`config.mk`:
```
export PLATFORM = sky130hd
export DESIGN_NAME = sseg_frame_monitor
export DESIGN_NICKNAME = d
export VERILOG_FILES = /design/src/rtl/sseg_frame_monitor.sv
export SDC_FILE = /design/constraint.sdc
export NUM_CORES = 1
export LEC_CHECK = 0
export CORE_MARGIN = 2
export CORE_UTILIZATION = 62
export CTS_BUF_LIST = sky130_fd_sc_hd__clkbuf_2
export CTS_CLUSTER_SIZE = 30
export DETAILED_ROUTE_END_ITERATION = 6
export GPL_TIMING_DRIVEN = 1
export PLACE_DENSITY = 0.87
export SETUP_SLACK_MARGIN = 0.15
export SYNTH_ARGS = -nofsm -noshare
export SYNTH_HDL_FRONTEND = slang
export SYNTH_SLANG_ARGS = --single-unit
```
`constraint.sdc`:
```
create_clock -name clk -period 4.1 [get_ports clk]
set_input_delay 1.23 -clock clk [delete_from_list [all_inputs] [get_ports clk]]
set_output_delay 1.23 -clock clk [all_outputs]
set_load 0.01 [all_outputs]
```
`src/rtl/sseg_frame_monitor.sv`:
```
// sseg_frame_monitor: rebuilds multiplexed seven-segment display contents into per-frame snapshots
module sseg_frame_monitor #(
  parameter int N_DIGITS = 4,
  parameter bit ANODE_ACTIVE_LOW = 1'b1,
  parameter bit SEG_ACTIVE_LOW = 1'b1,
  parameter int STABLE_CYCLES = 4
) (
  input  logic                  clk,
  input  logic                  rst,
  input  logic [6:0]            segments,
  input  logic                  dp,
  input  logic [N_DIGITS-1:0]   anodes,
  output logic [4*N_DIGITS-1:0] displayed_num,
  output logic [N_DIGITS-1:0]   dp_out,
  output logic [N_DIGITS-1:0]   blank,
  output logic [N_DIGITS-1:0]   invalid,
  output logic                  frame_valid,
  output logic                  multi_anode_err
);
  localparam int W = N_DIGITS + 8;
  localparam int CW = $clog2(STABLE_CYCLES + 1);
  localparam logic [CW-1:0] SC = CW'(STABLE_CYCLES);
  function automatic logic [4:0] dec(input logic [6:0] p);
    case (p)
      7'b0000001: return 5'h10;
      7'b1001111: return 5'h11;
      7'b0010010: return 5'h12;
      7'b0000110: return 5'h13;
      7'b1001100: return 5'h14;
      7'b0100100: return 5'h15;
      7'b0100000: return 5'h16;
      7'b0001111, 7'b0001101, 7'b0001110: return 5'h17;
      7'b0000000: return 5'h18;
      7'b0001100, 7'b0000100: return 5'h19;
      7'b0001000, 7'b0000010: return 5'h1A;
      7'b1100000: return 5'h1B;
      7'b0110001, 7'b1110010: return 5'h1C;
      7'b1000010: return 5'h1D;
      7'b0110000, 7'b0010000: return 5'h1E;
      7'b0111000: return 5'h1F;
      default: return 5'h00;
    endcase
  endfunction
  logic [W-1:0] s0_d, s0_q, s0p_q;
  logic [CW-1:0] cnt_d, cnt_q;
  logic [N_DIGITS-1:0] an, cap, seen_d, seen_q, blk_d, blk_q, inv_d, inv_q, dpr_d, dpr_q;
  logic [N_DIGITS-1:0] dpo_d, dpo_q, bo_d, bo_q, io_d, io_q;
  logic [4*N_DIGITS-1:0] dig_d, dig_q, num_d, num_q;
  logic [6:0] seg;
  logic [4:0] dv;
  logic chg, fire, done, is_blank, multi, fv_d, fv_q, err_d, err_q;
  always_comb begin
    s0_d = {SEG_ACTIVE_LOW ? segments : ~segments, SEG_ACTIVE_LOW ? dp : ~dp, ANODE_ACTIVE_LOW ? ~anodes : anodes};
    seg = s0_q[W-1 -: 7];
    an = s0_q[N_DIGITS-1:0];
    chg = s0_q != s0p_q;
    cnt_d = chg ? CW'(1) : (cnt_q == SC) ? cnt_q : cnt_q + CW'(1);
    fire = (cnt_d == SC) && (chg || cnt_q != SC);
    multi = (an & (an - 1'b1)) != '0;
    cap = (fire && an != '0 && !multi) ? an : '0;
    dv = dec(seg);
    is_blank = seg == 7'h7f;
    done = &seen_q;
    dig_d = dig_q;
    for (int i = 0; i < N_DIGITS; i++)
      dig_d[4*i +: 4] = !cap[i] ? dig_q[4*i +: 4] : dv[4] ? dv[3:0] : is_blank ? 4'h0 : dig_q[4*i +: 4];
    blk_d = (blk_q & ~cap) | (cap & {N_DIGITS{is_blank}});
    inv_d = (inv_q & ~cap) | (cap & {N_DIGITS{!dv[4] && !is_blank}});
    dpr_d = (dpr_q & ~cap) | (cap & {N_DIGITS{!s0_q[N_DIGITS]}});
    seen_d = done ? '0 : seen_q | cap;
    num_d = done ? dig_d : num_q;
    dpo_d = done ? dpr_d : dpo_q;
    bo_d = done ? blk_d : bo_q;
    io_d = done ? inv_d : io_q;
    fv_d = done;
    err_d = err_q | (fire && multi);
  end
  always_ff @(posedge clk) begin
    if (rst) begin
      s0_q <= '0;
      s0p_q <= '0;
      cnt_q <= '0;
      seen_q <= '0;
      dig_q <= '0;
      blk_q <= '0;
      inv_q <= '0;
      dpr_q <= '0;
      num_q <= '0;
      dpo_q <= '0;
      bo_q <= '0;
      io_q <= '0;
      fv_q <= 1'b0;
      err_q <= 1'b0;
    end else begin
      s0_q <= s0_d;
      s0p_q <= s0_q;
      cnt_q <= cnt_d;
      seen_q <= seen_d;
      dig_q <= dig_d;
      blk_q <= blk_d;
      inv_q <= inv_d;
      dpr_q <= dpr_d;
      num_q <= num_d;
      dpo_q <= dpo_d;
      bo_q <= bo_d;
      io_q <= io_d;
      fv_q <= fv_d;
      err_q <= err_d;
    end
  end
  assign displayed_num = num_q;
  assign dp_out = dpo_q;
  assign blank = bo_q;
  assign invalid = io_q;
  assign frame_valid = fv_q;
  assign multi_anode_err = err_q;
endmodule

```
==> results of run 1 <==
final cells by class:
class	instances	area share, %
Multi-Input combinational cell	278	43.7
Sequential cell	89	40.7
Timing Repair Buffer	45	10.1
Tap cell	75	2.14
Clock inverter	7	1.74
Clock buffer	9	1.03
Inverter	8	0.686
registers in the layout, summed over array words and instances, names as in the netlist:
signal and flops:
seen_q 4, cnt_q 3, dp_out 4, blank 4, inv_q 4, invalid 4
frame_valid 1, displayed_num 16, blk_q 4, dpr_q 4, multi_anode_err 1, s0_q 12
s0p_q 12, dig_q 16
routing by layer:
layer | vias up | track usage, % | wire (µm)
li1 | 1490 | - | -
met1 | 1464 | 33.2 | 3830
met2 | 95 | 37.8 | 3690
met3 | 14 | 4.27 | 431
met4 | 0 | 9.24 | 196
met5 | - | 0 | 0
worst max-delay path: cells and delay by family (launching register included):
kind,cells,cell delay (ns)
AO/OA/AOI/OAI,3,0.88
flip-flops,1,0.72
AND/OR/NAND/NOR,3,1.22
cells by family (layout without fill, tap and decap cells):
family,after synthesis,count (layout),share of synthesized area [%]
and+or+nand+nor,160,160,23.7
AOI/OAI and AO/OA,92,92,19.1
DFF,89,89,46.1
buffers and inverters,36,69,4.50
xor gates and xnor gates,14,14,3.36
muxes,10,10,2.59
adders and majority gates,2,2,0.647
worst paths after layout:
check	startpoint	slack, ns	depth (start not counted)	endpoint
max reg2reg	s0_q[11]	1.19	6	displayed_num[11]
min reg2reg	displayed_num[2]	0.46	2	displayed_num[2]
max	s0_q[11]	1.19	6	displayed_num[11]
min	displayed_num[2]	0.46	2	displayed_num[2]
report_power, final:
part | switching [mW] | internal (mW)
Sequential | 0.0228 | 0.880
Combinational | 0.0733 | 0.0470
Clock | 0.312 | 0.147
Total | 0.408 | 1.07
metrics by stage:
stage | util, % | total power [mW]
4_1_cts | 73.1 | 1.48
5_1_grt | 73.1 | 1.53
2_1_floorplan | - | 1.01
3_5_place_dp | 71.1 | 1.04
3_3_place_gp | 71.1 | 1.03
6_report | 73.1 | 1.48
layout by cell type (no fill, tap or decap), types with 2 or more instances in the layout:
master,instances
o22ai_1,2
o221ai_1,4
nor2b_1,24
or3_4,2
buf_4,2
o21a_1,7
nor3_1,9
a2111oi_2,6
a21boi_0,2
o21ai_1,14
a211oi_1,22
nand3b_1,2
mux2i_1,10
nand2_1,28
a211oi_2,3
nor2_1,49
a21oi_1,8
dfxtp_1,89
xor2_1,11
and3b_1,2
o2bb2ai_1,2
nand3_1,6
o2111ai_1,2
nor4_1,3
nand2b_1,8
o21ai_0,4
clkbuf_2,9
inv_1,8
a22o_1,4
nor3b_1,10
nor3_4,2
nor4_4,4
or2_2,3
ha_1,2
o31a_1,5
clkdlybuf4s50_1,42
inv_6,3
xnor2_1,2
==> flow_metrics.tcl, run 1 <==
set metrics [dict create \
    status "completed" \
    period_minus_slack_ns 2.91 \
    dr.pass1.iters 6 \
    drv_cap 0 \
    core_mm2 0.00599 \
    hp-class "reg -> reg" \
    yosysMostFrequentCell "dfxtp_1" \
    cp_max_fo 16 \
    antenna_found_initial 0 \
    finalSetupViolCount 0 \
    ctsResizeCount 0 \
    ys_ff_latch 89 \
    ys.flop_type "dfxtp_1" \
    async_flop_share_pct 0 \
    maxSlewViolCount 0 \
    antenna-diode-count 0 \
    drive_above_1_share_pct 9.40 \
    cp-start-kind "flop" \
    synth_area_leaders "dfxtp_1 46%, nor2_1 4.8%, a211oi_1 4.3%" \
    grt_pass1_vias 2850 \
    grt_max_degree 54 \
    syn_nets 419 \
    clk_pin_slew_worst_paths_ns 0.25 \
    path_class "reg -> reg" \
    cts_sinks 89 \
    ant_nets 0 \
    finalSetupTns_ns 0 \
    hold_slack_ns 0.462 \
    timing.final.crit_share_pct 70.9 \
    die-area_mm2 0.00689 \
    crit_required_ns 4.56 \
    ctsHoldBuffers 0 \
    clock_skew_ns 0.0349 \
    rsz0062_at_grt "no" \
    via_per_inst 5.99 \
    vias 3063 \
    grt_overflow_total 0 \
    fmax_ghz 0.344 \
    ys_types 55 \
    final.setup.worst_slack_ns 1.19 \
    track_usage_pct 24.1 \
    io_pins 44 \
    dp_cells 495 \
    yosysSeqAreaShare_pct 46.1 \
    root_buffer "clkbuf_2" \
    ctsHtreeMaxLevel 3 \
    register_area_mm2 0.00178 \
    numCtsBuffers 9 \
    dpl_cell_area_mm2 0.00426 \
    grt_pass1_wl_um 13800 \
    ys_warn_count 0 \
    netlist_area_mm2 0.00387 \
    drt-total-wl_um 8150 \
    clkLatencyLatePin_ns 0.55 \
    clockBufferDepth 2 \
    die_w_um 83.0 \
    wl_per_cell_um 15.9 \
    slew_headroom_pct 33.9 \
    gp_congestion 0.812 \
    layout.nets 447 \
    pre_cts_slack_ns 1.30 \
    die_h_um 83.0 \
    syn_area_per_cell_um2 9.60 \
    cts_setup_buffers 0 \
    crit_arrival_ns 3.37 \
    synth_largest_area_cell "dfxtp_1" \
    final-instance-count-excl-fill 511 \
    worstPathCellList "nand2_1 > nor3_1 > and3b_1 > a2111oi_2 > o22ai_1 > a22o_1" \
    p_leak_nw 1.56 \
    yosysTopAreaCellShare_pct 46.1 \
    fill_cells 433 \
    end_kind "flop" \
    max_slew.worst_pin.slew_ns 0.984 \
    start_util_pct 64.6 \
    critPathMaxStageDelay_ns 0.75 \
    postLayoutCellArea_mm2 0.00438 \
    ir_drop_uv 290 \
    synth_cells 403 \
    slowest_stage "nor3_1" \
    portBuffers 43 \
    hold_viol 0 \
    multi_input_area_mm2 0.00191 \
    cts_tree "done" \
    hpwl_um 5540 \
    power_density_mw_per_mm2 338 \
    rows 28 \
    ys_top_cells_by_count "89 x dfxtp_1, 49 x nor2_1, 28 x nand2_1" \
    syn2layout_area_growth_pct 13.2 \
    drt_iter0_drc 200 \
    route.detailed.drc 0 \
    synth_edf_count 0 \
]
Note: power is estimated with default switching activity, not from simulation.
==> run 2, diff against run 1 <==
--- a/config.mk
+++ b/config.mk
@@ -6,12 +6,12 @@
 export NUM_CORES = 1
 export LEC_CHECK = 0
 export CORE_MARGIN = 2
-export CORE_UTILIZATION = 62
+export CORE_UTILIZATION = 58
 export CTS_BUF_LIST = sky130_fd_sc_hd__clkbuf_2
 export CTS_CLUSTER_SIZE = 30
 export DETAILED_ROUTE_END_ITERATION = 6
 export GPL_TIMING_DRIVEN = 1
-export PLACE_DENSITY = 0.87
+export PLACE_DENSITY = 0.82
 export SETUP_SLACK_MARGIN = 0.15
 export SYNTH_ARGS = -nofsm -noshare
 export SYNTH_HDL_FRONTEND = slang
==> constraint.sdc (replaced) <==
create_clock -name clk -period 2.7 [get_ports clk]
set_input_delay 0.81 -clock clk [delete_from_list [all_inputs] [get_ports clk]]
set_output_delay 0.81 -clock clk [all_outputs]
set_load 0.01 [all_outputs]
==> run 2 against run 1 <==
- register-to-register slack worse by 0.89 ns
- critical path type unchanged
- highest routed layer unchanged
- sequential cell count is the same
- clock power up 70%
- critical endpoint is now invalid[1]
- combinational power grew 73%
- sequential power up 51%
- global-route usage rose by 0.53 points
- largest power group unchanged
==> flow_metrics.tcl, run 2 (synthesis gave the netlist of run 1 again) <==
set metrics [dict create \
    clkLatencyLatePin_ns 0.57 \
    period_minus_slack_ns 2.39 \
    status "completed" \
    cts_sinks 89 \
    maxSlewViolCount 0 \
    antenna-diode-count 0 \
    drt_iter0_drc 154 \
    grt_pass1_wl_um 14100 \
    end_kind "flop" \
    dp_cells 509 \
    final-instance-count-excl-fill 531 \
    cp_max_fo 11 \
    ctsHoldBuffers 0 \
    die_h_um 85.7 \
    hp-class "reg -> reg" \
    crit_required_ns 3.17 \
    clockBufferDepth 2 \
    die-area_mm2 0.00734 \
    finalSetupViolCount 0 \
    grt_max_degree 54 \
    clk_pin_slew_worst_paths_ns 0.24 \
    cts_tree "done" \
    slowest_stage "dfxtp_1" \
    core_mm2 0.00639 \
    vias 3050 \
    hpwl_um 5700 \
    crit_arrival_ns 2.86 \
    slew_headroom_pct 52.7 \
    cp_top_family "simple AND/OR/NAND/NOR gates" \
    route.detailed.drc 0 \
    max_slew.worst_pin.slew_ns 0.709 \
    numCtsBuffers 9 \
    ant_nets 0 \
    hold_viol 0 \
    layout.nets 465 \
    ctsHtreeMaxLevel 3 \
    critPathMaxStageDelay_ns 0.58 \
    portBuffers 43 \
    start_util_pct 60.6 \
    drive_above_1_share_pct 14.1 \
    p_leak_nw 1.67 \
    grt_overflow_total 0 \
    rows 29 \
    cp-start-kind "flop" \
    root_buffer "clkbuf_2" \
    grt_pass1_vias 2934 \
    gp_congestion 0.838 \
    path_class "reg -> reg" \
    die_w_um 85.7 \
    fmax_ghz 0.418 \
    power_density_mw_per_mm2 516 \
    drt-total-wl_um 8300 \
    fin_util_pct 71.3 \
    mostFrequentLayoutCell "dfxtp_1" \
    antenna_found_initial 0 \
    fill_cells 517 \
    rsz0062_at_grt "no" \
    ir_drop_uv 655 \
    dr.pass1.iters 4 \
    finalSetupTns_ns 0 \
    track_usage_pct 24.6 \
    timing.final.crit_share_pct 88.7 \
    io_pins 44 \
    crit_buf_inv 1 \
    syn2layout_area_growth_pct 17.6 \
    clock_skew_ns 0.0301 \
    wl_per_cell_um 15.6 \
    via_per_inst 5.74 \
    drv_cap 0 \
    worstPathCellList "xor2_2 > nor4_4 > o2111ai_4 > buf_4 > nor3_4 > mux2i_1 > a211oi_1" \
    mostFrequentLayoutCells "86 x dfxtp_1, 49 x nor2_1, 42 x clkdlybuf4s50_1, 28 x nand2_1, 24 x nor2b_1" \
]
==> run 2: worst paths after layout <==
path | from | end | slack, ns | cells after the start
worst max-delay path | s0_q[8] | invalid[1] | 0.31 | 7
worst min-delay path | displayed_num[0] | displayed_num[0] | 0.47 | 2
worst max register to register | s0_q[8] | invalid[1] | 0.31 | 7
worst min register to register | displayed_num[0] | displayed_num[0] | 0.47 | 2
==> run 2: metal layers <==
metal / vias up / global-route usage [%] / wire [µm]
li1: 1520 / - / -
met1: 1449 / 33.3 / 4040
met2: 75 / 36.6 / 3750
met3: 6 / 8.76 / 442
met4: 0 / 8.51 / 75
met5: - / 0 / 0
==> run 2: power breakdown <==
| part | switching, mW | total [mW] | internal, mW | leakage, nW |
|---|---|---|---|---|
| Sequential | 0.0265 | 1.36 | 1.34 | 0.723 |
| Combinational | 0.123 | 0.208 | 0.0851 | 0.857 |
| Clock | 0.463 | 0.779 | 0.316 | 0.0846 |
==> run 2: worst min-delay path: stages (launching register included) <==
cell and delay [ns]:
dfxtp_1 0.36, nand2_1 0.05, o21ai_1 0.05
==> run 2: timing repair <==
action | CTS | global route
pin swaps | 0 | 2
setup endpoints to repair | 10 | 29
gates resized for setup | 1 | 4
setup buffers | 0 | 6
==> run 2: final cells by class <==
class / instances / area [µm²] / share of cell area (%)
Multi-Input combinational cell: 278 / 1920 / 42.3
Sequential cell: 89 / 1790 / 39.2
Clock inverter: 6 / 90.1 / 1.98
Timing Repair Buffer: 63 / 576 / 12.6
Inverter: 8 / 30.0 / 0.660
Clock buffer: 10 / 50.0 / 1.10
Tap cell: 77 / 96.3 / 2.12
==> run 2: stage by stage <==
step	worst slack (ns)	cell area [µm²]	power, mW	hold slack, ns
floorplan	0.390	3870	1.53	0.431
global placement	0.229	4350	1.59	0.439
detailed placement	0.153	4350	1.59	0.448
CTS	0.166	4490	2.36	0.475
global route	0.167	4550	2.45	0.493
finish	0.306	4550	2.35	0.468
